`src/rtl/rx_frame_pkg.sv`:
```
// Shared types and constants for the receive-frame controller.
package rx_frame_pkg;

    typedef enum logic [2:0] {
        IDLE,
        PREAMBLE,
        PAYLOAD,
        DROP,
        GAP
    } state_t;

    localparam logic [1:0] ERR_NONE  = 2'd0;
    localparam logic [1:0] ERR_ALIGN = 2'd1;
    localparam logic [1:0] ERR_RUNT  = 2'd2;
    localparam logic [1:0] ERR_LONG  = 2'd3;

    localparam logic [7:0] PRE_BYTE = 8'h55;
    localparam logic [7:0] SFD_BYTE = 8'hD5;

    localparam int unsigned PRE_CNT_W = 4;

    typedef struct packed {
        logic [7:0] data;
        logic       sof;
        logic       eof;
        logic [1:0] err;
    } out_beat_t;

    // End-of-frame code for a normally terminated frame: align beats runt.
    function automatic logic [1:0] end_code(input logic odd, input logic runt);
        if (odd)
            return ERR_ALIGN;
        else if (runt)
            return ERR_RUNT;
        else
            return ERR_NONE;
    endfunction

endpackage

```
`src/rtl/rx_frame_ctrl_sat_cnt.sv`:
```
// Saturating up-counter with increment enable.
module sat_cnt #(
    parameter int unsigned W = 16
) (
    input  logic         clock,
    input  logic         reset_n,
    input  logic         inc,
    output logic [W-1:0] count
);

    always_ff @(posedge clock or negedge reset_n) begin
        if (!reset_n)
            count <= '0;
        else if (inc && (count != '1))
            count <= count + 1'b1;
    end

endmodule

```
`src/rtl/rx_frame_ctrl.sv`:
```
// Receive-frame controller: gates the nibble converter, checks preamble/SFD,
// delimits payload with a one-byte hold stage and reports per-frame status.
module rx_frame_ctrl
    import rx_frame_pkg::*;
#(
    parameter int unsigned PRE_MIN  = 7,
    parameter int unsigned MIN_LEN  = 64,
    parameter int unsigned MAX_LEN  = 1518,
    parameter int unsigned IDLE_GAP = 12
) (
    input  logic        clock,
    input  logic        reset_n,
    input  logic        rx_dv,
    output logic        conv_ena,
    input  logic        conv_ren,
    input  logic [7:0]  conv_data,
    input  logic        conv_err,
    output logic        out_valid,
    output logic [7:0]  out_data,
    output logic        out_sof,
    output logic        out_eof,
    output logic [1:0]  out_err,
    output logic        busy,
    output logic [15:0] ok_cnt,
    output logic [15:0] bad_cnt
);

    localparam int unsigned LEN_W = $clog2(MAX_LEN + 2);
    localparam int unsigned GAP_W = $clog2(IDLE_GAP + 1);

    state_t                 state_q, state_d;
    logic [PRE_CNT_W-1:0]   pre_q, pre_d;
    logic [LEN_W-1:0]       len_q, len_d;
    logic [7:0]             hold_q, hold_d;
    logic                   hold_vld_q, hold_vld_d;
    logic                   parity_q, parity_d;
    logic                   eof_pend_q, eof_pend_d;
    logic                   first_q, first_d;
    logic [GAP_W-1:0]       gap_q, gap_d;
    logic                   dv_q;
    out_beat_t              beat_q, beat_d;
    logic                   ov_q, ov_d;
    logic                   busy_q, busy_d;
    logic                   ok_inc, bad_inc;
    logic                   push, flush;
    logic [1:0]             flush_code;
    logic                   runt;

    assign runt = 32'(len_q) < MIN_LEN;

    // Combinational so the converter sees enable alongside the nibble.
    assign conv_ena = rx_dv && ((state_q == IDLE) || (state_q == PREAMBLE) ||
                                (state_q == PAYLOAD));

    always_ff @(posedge clock or negedge reset_n) begin
        if (!reset_n) begin
            state_q    <= GAP;
            pre_q      <= '0;
            len_q      <= '0;
            hold_q     <= '0;
            hold_vld_q <= 1'b0;
            parity_q   <= 1'b0;
            eof_pend_q <= 1'b0;
            first_q    <= 1'b0;
            gap_q      <= '0;
            // A stream already running at reset release is not a new start.
            dv_q       <= 1'b1;
            beat_q     <= '0;
            ov_q       <= 1'b0;
            busy_q     <= 1'b0;
        end else begin
            state_q    <= state_d;
            pre_q      <= pre_d;
            len_q      <= len_d;
            hold_q     <= hold_d;
            hold_vld_q <= hold_vld_d;
            parity_q   <= parity_d;
            eof_pend_q <= eof_pend_d;
            first_q    <= first_d;
            gap_q      <= gap_d;
            dv_q       <= rx_dv;
            beat_q     <= beat_d;
            ov_q       <= ov_d;
            busy_q     <= busy_d;
        end
    end

    always_comb begin
        state_d    = state_q;
        pre_d      = pre_q;
        len_d      = len_q;
        hold_d     = hold_q;
        hold_vld_d = hold_vld_q;
        parity_d   = parity_q;
        eof_pend_d = eof_pend_q;
        first_d    = first_q;
        gap_d      = gap_q;
        beat_d     = beat_q;
        ov_d       = 1'b0;
        ok_inc     = 1'b0;
        bad_inc    = 1'b0;
        push       = 1'b0;
        flush      = 1'b0;
        flush_code = ERR_NONE;

        case (state_q)
            IDLE: begin
                if (rx_dv) begin
                    state_d = PREAMBLE;
                    pre_d   = '0;
                end
            end
            PREAMBLE: begin
                if (conv_err) begin
                    state_d = DROP;
                    bad_inc = 1'b1;
                end else if (conv_ren) begin
                    if (conv_data == PRE_BYTE) begin
                        if (pre_q != '1)
                            pre_d = pre_q + 1'b1;
                    end else if ((conv_data == SFD_BYTE) && (32'(pre_q) >= PRE_MIN)) begin
                        state_d    = PAYLOAD;
                        len_d      = '0;
                        hold_vld_d = 1'b0;
                        parity_d   = 1'b0;
                        eof_pend_d = 1'b0;
                        first_d    = 1'b1;
                    end else begin
                        state_d = DROP;
                        bad_inc = 1'b1;
                    end
                end else if (!rx_dv) begin
                    state_d = GAP;
                    gap_d   = GAP_W'(1);
                    bad_inc = 1'b1;
                end
            end
            PAYLOAD: begin
                if (eof_pend_q) begin
                    // Last byte arrived with the falling rx_dv; flush it now.
                    flush      = 1'b1;
                    flush_code = end_code(parity_q, runt);
                    eof_pend_d = 1'b0;
                    state_d    = GAP;
                    gap_d      = rx_dv ? '0 : GAP_W'(1);
                end else begin
                    if (rx_dv)
                        parity_d = ~parity_q;
                    if (conv_ren) begin
                        if (len_q == LEN_W'(MAX_LEN)) begin
                            flush      = 1'b1;
                            flush_code = ERR_LONG;
                            state_d    = DROP;
                        end else begin
                            push       = hold_vld_q;
                            hold_d     = conv_data;
                            hold_vld_d = 1'b1;
                            len_d      = len_q + 1'b1;
                            eof_pend_d = !rx_dv;
                        end
                    end else if (!rx_dv) begin
                        state_d = GAP;
                        gap_d   = GAP_W'(1);
                        if (hold_vld_q) begin
                            flush      = 1'b1;
                            flush_code = end_code(parity_q, runt);
                        end else begin
                            bad_inc = 1'b1;
                        end
                    end
                end
            end
            DROP: begin
                if (!rx_dv) begin
                    state_d = GAP;
                    gap_d   = GAP_W'(1);
                end
            end
            GAP: begin
                if (rx_dv) begin
                    gap_d = '0;
                    if (!dv_q)
                        bad_inc = 1'b1;
                end else if (32'(gap_q) + 32'd1 >= IDLE_GAP) begin
                    state_d = IDLE;
                end else begin
                    gap_d = gap_q + 1'b1;
                end
            end
            default: state_d = GAP;
        endcase

        if (push) begin
            ov_d    = 1'b1;
            beat_d  = '{data: hold_q, sof: first_q, eof: 1'b0, err: ERR_NONE};
            first_d = 1'b0;
        end
        if (flush) begin
            ov_d       = 1'b1;
            beat_d     = '{data: hold_q, sof: first_q, eof: 1'b1, err: flush_code};
            first_d    = 1'b0;
            hold_vld_d = 1'b0;
            if (flush_code == ERR_NONE)
                ok_inc = 1'b1;
            else
                bad_inc = 1'b1;
        end

        busy_d = (state_d != IDLE);
    end

    assign out_valid = ov_q;
    assign out_data  = beat_q.data;
    assign out_sof   = beat_q.sof;
    assign out_eof   = beat_q.eof;
    assign out_err   = beat_q.err;
    assign busy      = busy_q;

    sat_cnt #(.W(16)) u_ok_cnt (
        .clock   (clock),
        .reset_n (reset_n),
        .inc     (ok_inc),
        .count   (ok_cnt)
    );

    sat_cnt #(.W(16)) u_bad_cnt (
        .clock   (clock),
        .reset_n (reset_n),
        .inc     (bad_inc),
        .count   (bad_cnt)
    );

endmodule

```
`config.mk`:
```
export PLATFORM = sky130hd
export DESIGN_NAME = rx_frame_ctrl
export DESIGN_NICKNAME = d
export VERILOG_FILES = /design/src/rtl/rx_frame_pkg.sv /design/src/rtl/rx_frame_ctrl_sat_cnt.sv /design/src/rtl/rx_frame_ctrl.sv
export SDC_FILE = /design/constraint.sdc
export NUM_CORES = 1
export LEC_CHECK = 0
export CORE_MARGIN = 4
export CORE_UTILIZATION = 25
export CTS_CLUSTER_SIZE = 8
export DETAILED_ROUTE_END_ITERATION = 10
export SYNTH_ARGS = -nofsm -noshare
export SYNTH_HDL_FRONTEND = slang
export SYNTH_HIERARCHICAL = 1
export SYNTH_SLANG_ARGS = --single-unit
```
`constraint.sdc`:
```
create_clock -name clock -period 2.95 [get_ports clock]
set_clock_uncertainty 0.05 [all_clocks]
set_input_delay 0.4425 -clock clock [delete_from_list [all_inputs] [get_ports clock]]
set_output_delay 0.4425 -clock clock [all_outputs]
set_load 0.03 [all_outputs]
```
After elaboration in Yosys (flattened, before gate mapping)
Index checks and enable logic that the tools add are counted.
- register bits: 81
- bits in latches: 0
- memory bits (writable): 0
- memory bits (read-only): 0
- logic and storage cells: 182
- memories: 0
- add/sub/neg operators: 6
- multiply operators: 0
- div/mod/pow operators: 0
- $lt $le $gt $ge: 3
- eq/ne operators: 31
- shift operators: 0
- multiplexer cells: 95
- bitwise gates (word level): 3
- reduce and logical (&&, ||, !) cells: 26
- operators by type and width (operator ; number):
    $mux W11 ; 7
    $mux W1 ; 49
    $mux W4 ; 11
    $add A16 B1 Y16 const B ; 2
    $ne A16 B16 Y1 const B ; 2
    $mux W3 ; 10
    $mux W12 ; 2
    $ne A3 B3 Y1 const B ; 8
    $pmux W11 S2 ; 1
    $mux W2 ; 8
    $ne A2 B2 Y1 const B ; 8
    $pmux W4 S4 ; 1
    $reduce_and A8 Y1 ; 2
    $pmux W3 S5 ; 1
    $reduce_bool A3 Y1 ; 5
    $add A11 B1 Y11 const B ; 1
    $eq A11 B11 Y1 const B ; 1
    $lt A11 B7 Y1 const B ; 1
    $reduce_and A5 Y1 ; 2
    $add A4 B1 Y4 const B ; 2
    $eq A8 B7 Y1 const B ; 1
    $eq A8 B8 Y1 const B ; 1
    $pmux W4 S2 ; 1
    $reduce_and A7 Y1 ; 1
    other kinds (23) ; 36

Longest topological paths before layout
Gate-level depths: netlist of run 1.
- word-level depth: 12
- mapped depth: 11
- mapped depth without buffers: 11

Modules after synthesis
The synthesis of run 1 kept the hierarchy.
- modules (own cells, without submodules) (module ; instances ; cells each ; area an instance (um^2) ; sequential area each (um^2)):
    rx_frame_ctrl ; 1 ; 279 ; 2645.0 ; 1228.7
    sat_cnt at u_ok_cnt ; 1 ; 77 ; 825.8 ; 400.4
    sat_cnt at u_bad_cnt ; 1 ; 70 ; 793.3 ; 400.4

Worst setup path after synthesis of run 1
No wires, ideal clock.
- path type: register -> register
- from: reg len_q[0]
- to: reg u_ok_cnt.count[12]
- arrival time: 2298 ps
- setup slack: 477 ps
- cell stages (with the launch flop): 11
- path buffers: 0
- period minus slack after synthesis: 2473 ps
- cells stage by stage: dfrtp_1 inv_1 ha_1 nor4bb_1 nand4_1 a21oi_2 inv_1 nor2_1 nand3_1 nor3_1 mux2_2
- longest elaborated chain between the ends: 12
- elaborated cells on any way between the ends: 18
- those cells by class: order compare (1); eq/ne (1); mux (14); reduce/logical (2)
- ends and longest elaborated chain (item ; line ; text):
    start, declared ; rx_frame_ctrl.sv:33 ; logic [LEN_W-1:0] len_q, len_d;
    start signal, assigned ; rx_frame_ctrl.sv:74 ; len_q <= len_d;
    $lt A11 B7 Y1 ; rx_frame_ctrl.sv:49 ; assign runt = 32'(len_q) < MIN_LEN;
    $mux W2 ; rx_frame_pkg.sv:33 ; else if (runt)
    $mux W2 ; rx_frame_pkg.sv:31 ; if (odd)
    $mux W2 ; rx_frame_ctrl.sv:164 ; if (hold_vld_q) begin
    $mux W2 ; rx_frame_ctrl.sv:161 ; end else if (!rx_dv) begin
    $mux W2 ; rx_frame_ctrl.sv:149 ; if (conv_ren) begin
    $mux W2 ; rx_frame_ctrl.sv:139 ; if (eof_pend_q) begin
    $mux W2 ; rx_frame_ctrl.sv:106 ; case (state_q)
    $logic_not A2 Y1 ; rx_frame_ctrl.sv:203 ; if (flush_code == ERR_NONE)
    $mux W1 ; rx_frame_ctrl.sv:203 ;
    $mux W1 * ; rx_frame_ctrl.sv:198 ; if (flush) begin
    via ok_inc ; rx_frame_ctrl.sv:44 ; logic ok_inc, bad_inc;
    $logic_and A1 B1 Y1 * ; rx_frame_ctrl_sat_cnt.sv:14 ; else if (inc && (count != '1))
    end signal, assigned ; rx_frame_ctrl_sat_cnt.sv:15 ; count <= count + 1'b1;
    end, declared ; rx_frame_ctrl_sat_cnt.sv:8 ; output logic [W-1:0] count
Mark *: on every way through the listed nets, which the timed path passes. The rest lies on a longest branch.
A chain may end at the register's enable or synchronous reset.

Final worst setup path of run 1
- from: reg len_q[0]
- to: reg u_bad_cnt.count[12]
- longest elaborated chain between the ends: 12
- elaborated cells on any way between the ends: 18
- those cells by class: order compare (1); eq/ne (1); mux (14); reduce/logical (2)
- ends and longest elaborated chain (item ; line):
    $lt A11 B7 Y1 ; rx_frame_ctrl.sv:49
    $mux W2 ; rx_frame_pkg.sv:33
    $mux W2 ; rx_frame_pkg.sv:31
    $mux W2 ; rx_frame_ctrl.sv:164
    $mux W2 ; rx_frame_ctrl.sv:161
    $mux W2 ; rx_frame_ctrl.sv:149
    $mux W2 ; rx_frame_ctrl.sv:139
    $mux W2 ; rx_frame_ctrl.sv:106
    $logic_not A2 Y1 ; rx_frame_ctrl.sv:203
    $mux W1 ; rx_frame_ctrl.sv:203
    $mux W1 * ; rx_frame_ctrl.sv:198
    via bad_inc ; rx_frame_ctrl.sv:44
    $logic_and A1 B1 Y1 * ; rx_frame_ctrl_sat_cnt.sv:14
    end signal, assigned ; rx_frame_ctrl_sat_cnt.sv:15
    end, declared ; rx_frame_ctrl_sat_cnt.sv:8
Marks and branches as above.

==> results of run 1 <==
-- final cells by class --
class                           count  area share [%]
Multi-Input combinational cell    323            38.4
Clock inverter                      4            1.33
Tap cell                          220            4.95
Timing Repair Buffer               79            13.5
Clock buffer                       12            4.62
Inverter                           10           0.676
Sequential cell                    81            36.5
-- final timing paths --
check,startpoint,endpoint,slack (ps)
worst max register to register,len_q[0]$_DFFE_PN0P_,u_bad_cnt/count[12]$_DFFE_PN0P_,230
worst min-delay path,reset_n,out_data[0]$_DFFE_PN0P_,230
min in group clock,hold_q[1]$_DFFE_PN0P_,hold_q[1]$_DFFE_PN0P_,430
max in group asynchronous,reset_n,u_bad_cnt/count[4]$_DFFE_PN0P_,1950
worst max-delay path,len_q[0]$_DFFE_PN0P_,u_bad_cnt/count[12]$_DFFE_PN0P_,230
worst min register to register,hold_q[1]$_DFFE_PN0P_,hold_q[1]$_DFFE_PN0P_,430
-- cells by family after synthesis --
logic type	count (synthesis)	share of synthesized area [%]
muxes	18	5.37
adders and majority gates	7	2.05
xor gates and xnor gates	31	6.37
DFF	81	47.6
AOI/OAI and AO/OA	59	9.01
and+or+nand+nor	208	27.3
buffers and inverters	22	2.35
-- power by group --
part           internal (mW)  total, mW  switching (mW)  leakage, nW
Sequential              1.23       1.38           0.156         1.09
Clock                  0.789       1.23           0.438        0.163
Combinational          0.308      0.704           0.396         1.30
-- synth_stat cells, types with 4 or more instances --
cell type / n / area, µm²
nand4_1: 11 / 68.8
nor3_1: 19 / 95.1
nand3_1: 21 / 105
xor2_1: 20 / 175
dfrtp_1: 79 / 1980
xnor2_1: 11 / 96.3
ha_1: 7 / 87.6
nor2_1: 33 / 124
nor3b_1: 6 / 45.0
mux2_2: 9 / 101
clkbuf_1: 7 / 26.3
and3_1: 9 / 56.3
mux2_4: 7 / 105
o21ai_0: 15 / 75.1
nor4_1: 5 / 31.3
nand2_1: 60 / 225
nand4b_1: 4 / 35.0
a21oi_1: 15 / 75.1
inv_1: 10 / 37.5
nor2b_1: 8 / 50.1
-- through the flow --
stage / hold WS [ps] / cells
floorplan: 96.9 / 426
global placement: 404 / 713
detailed placement: 415 / 713
CTS: 276 / 729
global route: 315 / 729
finish: 230 / 729
-- registers in the layout, indices dropped and copies added (netlist names), 2 cells and up --
register	cells
out_err	2
state_q	3
out_data	8
pre_q	4
hold_q	8
u_bad_cnt/count	16
u_ok_cnt/count	16
len_q	11
gap_q	4
-- metal layers --
| layer | up-vias | share of wire [%] |
|---|---|---|
| met2 | 72 | 47 |
| met3 | 12 | 4.3 |
| li1 | 1686 | - |
| met4 | 0 | 1.6 |
| met5 | - | 0 |
| met1 | 1689 | 47 |
-- layout by cell type (no fill, tap or decap), types with 8 or more instances in the layout --
| cell type | instances |
|---|---|
| and3_1 | 9 |
| nand3_1 | 21 |
| nor2b_1 | 8 |
| inv_1 | 10 |
| clkdlybuf4s50_1 | 57 |
| nand2_1 | 60 |
| mux2_2 | 9 |
| a21oi_1 | 15 |
| nor2_1 | 33 |
| o21ai_0 | 15 |
| buf_4 | 21 |
| clkbuf_16 | 9 |
| xor2_1 | 20 |
| dfrtp_1 | 79 |
| nand4_1 | 11 |
| nor3_1 | 19 |
| xnor2_1 | 11 |
-- critical path, cell delays in order, from the launching register on --
cell and delay, ps:
dfrtp_1 430, inv_1 80, ha_1 160, nor4bb_1 330
nand3_1 150, o21ai_0 300, a211o_1 290, inv_1 130
nor4_1 320, mux2_2 360
==> impl_metrics.toml, run 1 <==
[outcome]
run_status = "complete, no violations"

[timing]
grt_setup_unrepaired = "no"
worst_slew_margin_rel_pct = 31.1
finalCriticalPeriod_ps = 2720
finalCritPeriodShare_pct = 92.2
final-max-slew-violation-count = 0
report.final.setup_viol = 0
timing.fmax_mhz = 368
timing.final.hold_violations = 0
worst_pin_slew_ps = 1030
final_setup_slack_of_the_worst_path_ps = 231
final.setup.tns_ps = 0

[clock_network]
clock_slew_seen_by_the_registers_of_the_worst_setup_and_hold_paths_ps = 60
clock-root-buffer = "clkbuf_16"
worst_case_clock_buffer_depth = 2
clkSinkCount = 81
tritoncts_clock_tree = "done"
ctsHoldBuffers = 0
cts_buffers = 9
htreeDepth = 3
post_cts_resized = 0
clk_latency_ps = 340
post_cts.repair.setup_buffers = 0

[critical_path]
critical_path.endpoint_type = "register"
worst_ep_arrival_time_ps = 2900
critPathKind = "register to register"
critical_path.max_fanout = 5
critical_path.startpoint_type = "register"
r2r_cells = 9
crit_required_ps = 3130

[yosys]
number_of_storage_elements_in_the_synthesis_netlist = 81
syn_nets = 446
number_of_enable_flip_flop_cells_after_synthesis = 0
netlist_instances = 426
synth_warnings = 6
async_flop_share_pct = 100
syn_area_per_cell_um2 = 10.0
syn_area_um2 = 4260
synth_seq_area_share_pct = 47.6
ys.flop_type = "dfrtp_1"
synthDistinctLibCells = 64

[grt]
track_usage_pct = 10.9
global_route_wire_length_before_repair_um = 17600
grt_max_degree = 82
groute.layer.met1.usage_pct = 14.0
groute.layer.met2.usage_pct = 17.5
antenna_violations_before_repair = 0
vias_in_the_first_global_route = 3507
grt_util_met3_pct = 3.55
gr-max-usage-layer = "met2"
global_route.overflow_total = 0

[flow_run]
max_cap_violations = 0

[place]
placed_cell_areas_um2 = 5230
place.gp.congestion = 0.832
placement.setup.worst_slack_ps = 41.9
buffer_ports.inserted = 59
detailedPlacementHpwl_um = 7280

[detailed_routing]
first_iter_violations = 170
final_antenna_violating_net_count = 0
drtPass1Iterations = 4
route.detailed.wl_per_inst_um = 13.8
post-route-drc-count = 0
vias_per_cell = 4.74
routed_via_count = 3459
wirelength_um = 10100

[finish]
finalInstanceArea_um2 = 5560
antenna_cells = 0
finish.net_count = 524
register_area_um2 = 2030
layout.core_utilization_pct = 33.4
area_added_between_synthesis_and_finish_pct = 30.3
n_fill_cell = 1662
drive_gt1_share_pct = 14.1
multi_input_area_um2 = 2130

[min_path]
holdCritPathClass = "input pin to asynchronous set/reset pin"

[pwr]
pwr_density_cell_nw_per_um2 = 596
design_power_total_mw = 3.31
p_leak_nw = 2.55
ir_worst_vdd_uv = 444

[floorplan]
floorplan.die_area_um2 = 19200
core_um2 = 16600
die_height_um = 139
top_level_ports = 60
initial_core_util_pct = 25.6
num_rows = 47
floorplan.die.width_um = 139
No activity file was read; power rests on OpenSTA's default activity.
==> run 2, diff against run 1 <==
- MAX_ROUTING_LAYER: unset -> met4
==> run 2 against run 1 <==
Against the previous run: fmax fell by 0.64%; clock power barely moved; worst hold slack improved by 3.1 ps; total power hardly changed; critical path type unchanged; register-to-register slack got worse by 20 ps; global-route usage increased by 0.31 points; critical path depth rose by 1; clock-buffer cell count unchanged; cell area unchanged.
==> impl_metrics.toml, run 2 (synthesized netlist as in run 1, its figures left out) <==
[outcome]
run_status = "complete, no violations"

[min_path]
holdCritPathClass = "input pin to asynchronous set/reset pin"

[floorplan]
initial_core_util_pct = 25.6
core_um2 = 16600
num_rows = 47
floorplan.die_area_um2 = 19200
die_height_um = 139
floorplan.die.width_um = 139
top_level_ports = 60

[finish]
layout.cells.non_filler = 729
finalInstanceArea_um2 = 5560
top_regs = "u_bad_cnt/count: 16 flops, u_ok_cnt/count: 16 flops, len_q: 11 flops"
finish.net_count = 524
drive_gt1_share_pct = 14.1
area_added_between_synthesis_and_finish_pct = 30.3
layout_common_cells = "dfrtp_1, nand2_1, clkdlybuf4s50_1"
most_common_cell_after_layout_fill_and_taps_aside = "dfrtp_1"
antenna_cells = 0

[clock_network]
worst_case_clock_buffer_depth = 2
clock_slew_seen_by_the_registers_of_the_worst_setup_and_hold_paths_ps = 60
ctsHoldBuffers = 0
htreeDepth = 3
tritoncts_clock_tree = "done"
post_cts.repair.setup_buffers = 0
post_cts_resized = 0
cts_buffers = 9
clk_latency_ps = 340
clock-root-buffer = "clkbuf_16"
clkSinkCount = 81

[place]
buffer_ports.inserted = 59
detailedPlacementHpwl_um = 7280
place.gp.congestion = 0.844
placed_cells_incl_taps = 713
placed_cell_areas_um2 = 5230

[timing]
report.final.setup_viol = 0
finalCriticalPeriod_ps = 2740
final-max-slew-violation-count = 0
worst_slew_margin_rel_pct = 31.4
timing.final.hold_violations = 0
grt_setup_unrepaired = "no"
finalCritPeriodShare_pct = 92.8
final.setup.tns_ps = 0
worst_pin_slew_ps = 1030
timing.fmax_mhz = 365

[grt]
global_route_wire_length_before_repair_um = 17500
vias_in_the_first_global_route = 3520
antenna_violations_before_repair = 0
grt_max_degree = 82
global_route.overflow_total = 0
track_usage_pct = 11.2

[critical_path]
cpMaxStageDelayCell = "dfrtp_1"
cp_slowest_stage_delay_ps = 430
critical_path.max_fanout = 5
critical_path.endpoint_type = "register"
crit_required_ps = 3120
critPathKind = "register to register"
worst_path_most_repeated_cell = "inv_1"
cp_cell_sequence = "inv_1 -> ha_1 -> nor4bb_1 -> nand3_1 -> o21ai_0 -> a211o_1 -> inv_1 -> nor3_1 -> nand4_1 -> xnor2_1"
critical_path.startpoint_type = "register"
worst_ep_arrival_time_ps = 2910

[pwr]
power.internal_mw = 2.32
pwr_density_cell_nw_per_um2 = 596
power.switching_mw = 0.987
p_leak_nw = 2.55
clock_power_share_pct = 36.9
seq_power_share_pct = 41.7
ir_worst_vdd_uv = 444
share_comb_of_total_power_pct = 21.3
design_power_total_mw = 3.31
p_sw_share_pct = 29.8

[detailed_routing]
vias_per_cell = 4.73
first_iter_violations = 136
routed_via_count = 3449
post-route-drc-count = 0
final_antenna_violating_net_count = 0
route.detailed.wl_per_inst_um = 13.8
drtPass1Iterations = 4
wirelength_um = 10100

[flow_run]
max_cap_violations = 0
run 2: cell counts in the layout (fill, tap and decap cells not counted):
Identical to the previous run, type by type.
run 2: metrics by stage:
step,hold slack [ps],utilization (%),worst slack [ps]
after detailed placement,415,31.4,41.9
after floorplan,96.9,-,477
after global routing,319,33.4,15.1
after CTS,276,33.4,243
final,233,33.4,213
after global placement,404,31.4,83.4
run 2: worst max-delay path: cells and delay by family, from the launching register on:
family	cells	cell delay, ps
buffers and inverters	2	210
and+or+nand+nor	4	1030
xor gates and xnor gates	1	140
AOI/OAI and AO/OA	2	590
adders and majority gates	1	160
DFF	1	430
run 2: path summary, 6_finish.rpt:
| check | startpoint | to | slack, ps | cells past startpoint |
|---|---|---|---|---|
| hold / removal | reset_n | out_data[0]$_DFFE_PN0P_ | 230 | 1 |
| max in group asynchronous | reset_n | u_bad_cnt/count[4]$_DFFE_PN0P_ | 1950 | 1 |
| setup reg to reg | len_q[0]$_DFFE_PN0P_ | u_bad_cnt/count[10]$_DFFE_PN0P_ | 210 | 10 |
| setup / recovery | len_q[0]$_DFFE_PN0P_ | u_bad_cnt/count[10]$_DFFE_PN0P_ | 210 | 10 |
| min in group clock | hold_q[1]$_DFFE_PN0P_ | hold_q[1]$_DFFE_PN0P_ | 430 | 2 |
| hold reg to reg | hold_q[1]$_DFFE_PN0P_ | hold_q[1]$_DFFE_PN0P_ | 430 | 2 |
run 2: power by group through the flow:
stage	combinational (mW)	sequential, mW	clock (mW)
detailed placement	0.705	1.40	0
finish	0.706	1.38	1.22
floorplan	0.321	1.47	0
global route	0.776	1.40	1.33
global placement	0.699	1.39	0
CTS	0.710	1.38	1.27
run 2: final cells by class:
cell class              count  area (µm²)
clock buffers              12         256
multi-input cells         323        2130
clock inverters             4        73.8
repair buffers             79         748
fillers                  1662       11100
flip-flops and latches     81        2030
well taps                 220         275
inverters                  10        37.5
run 2: routing by layer:
layer / vias to the layer above / part of all wire, % / wire length (µm) / global-route usage, %
met1: 1690 / 47 / 4780 / 14.0
met4: 0 / 1.3 / 128 / 3.43
met5: - / 0 / 0 / -
li1: 1683 / - / - / -
met2: 66 / 47 / 4790 / 17.6
met3: 10 / 3.9 / 395 / 3.48
==> run 3, diff against run 2 <==
- CTS_CLUSTER_SIZE: 8 -> 20
- HOLD_SLACK_MARGIN: unset -> 0.1
==> results of run 3 <==
The final DEF is identical to that of run 2; final timing and power are the same.
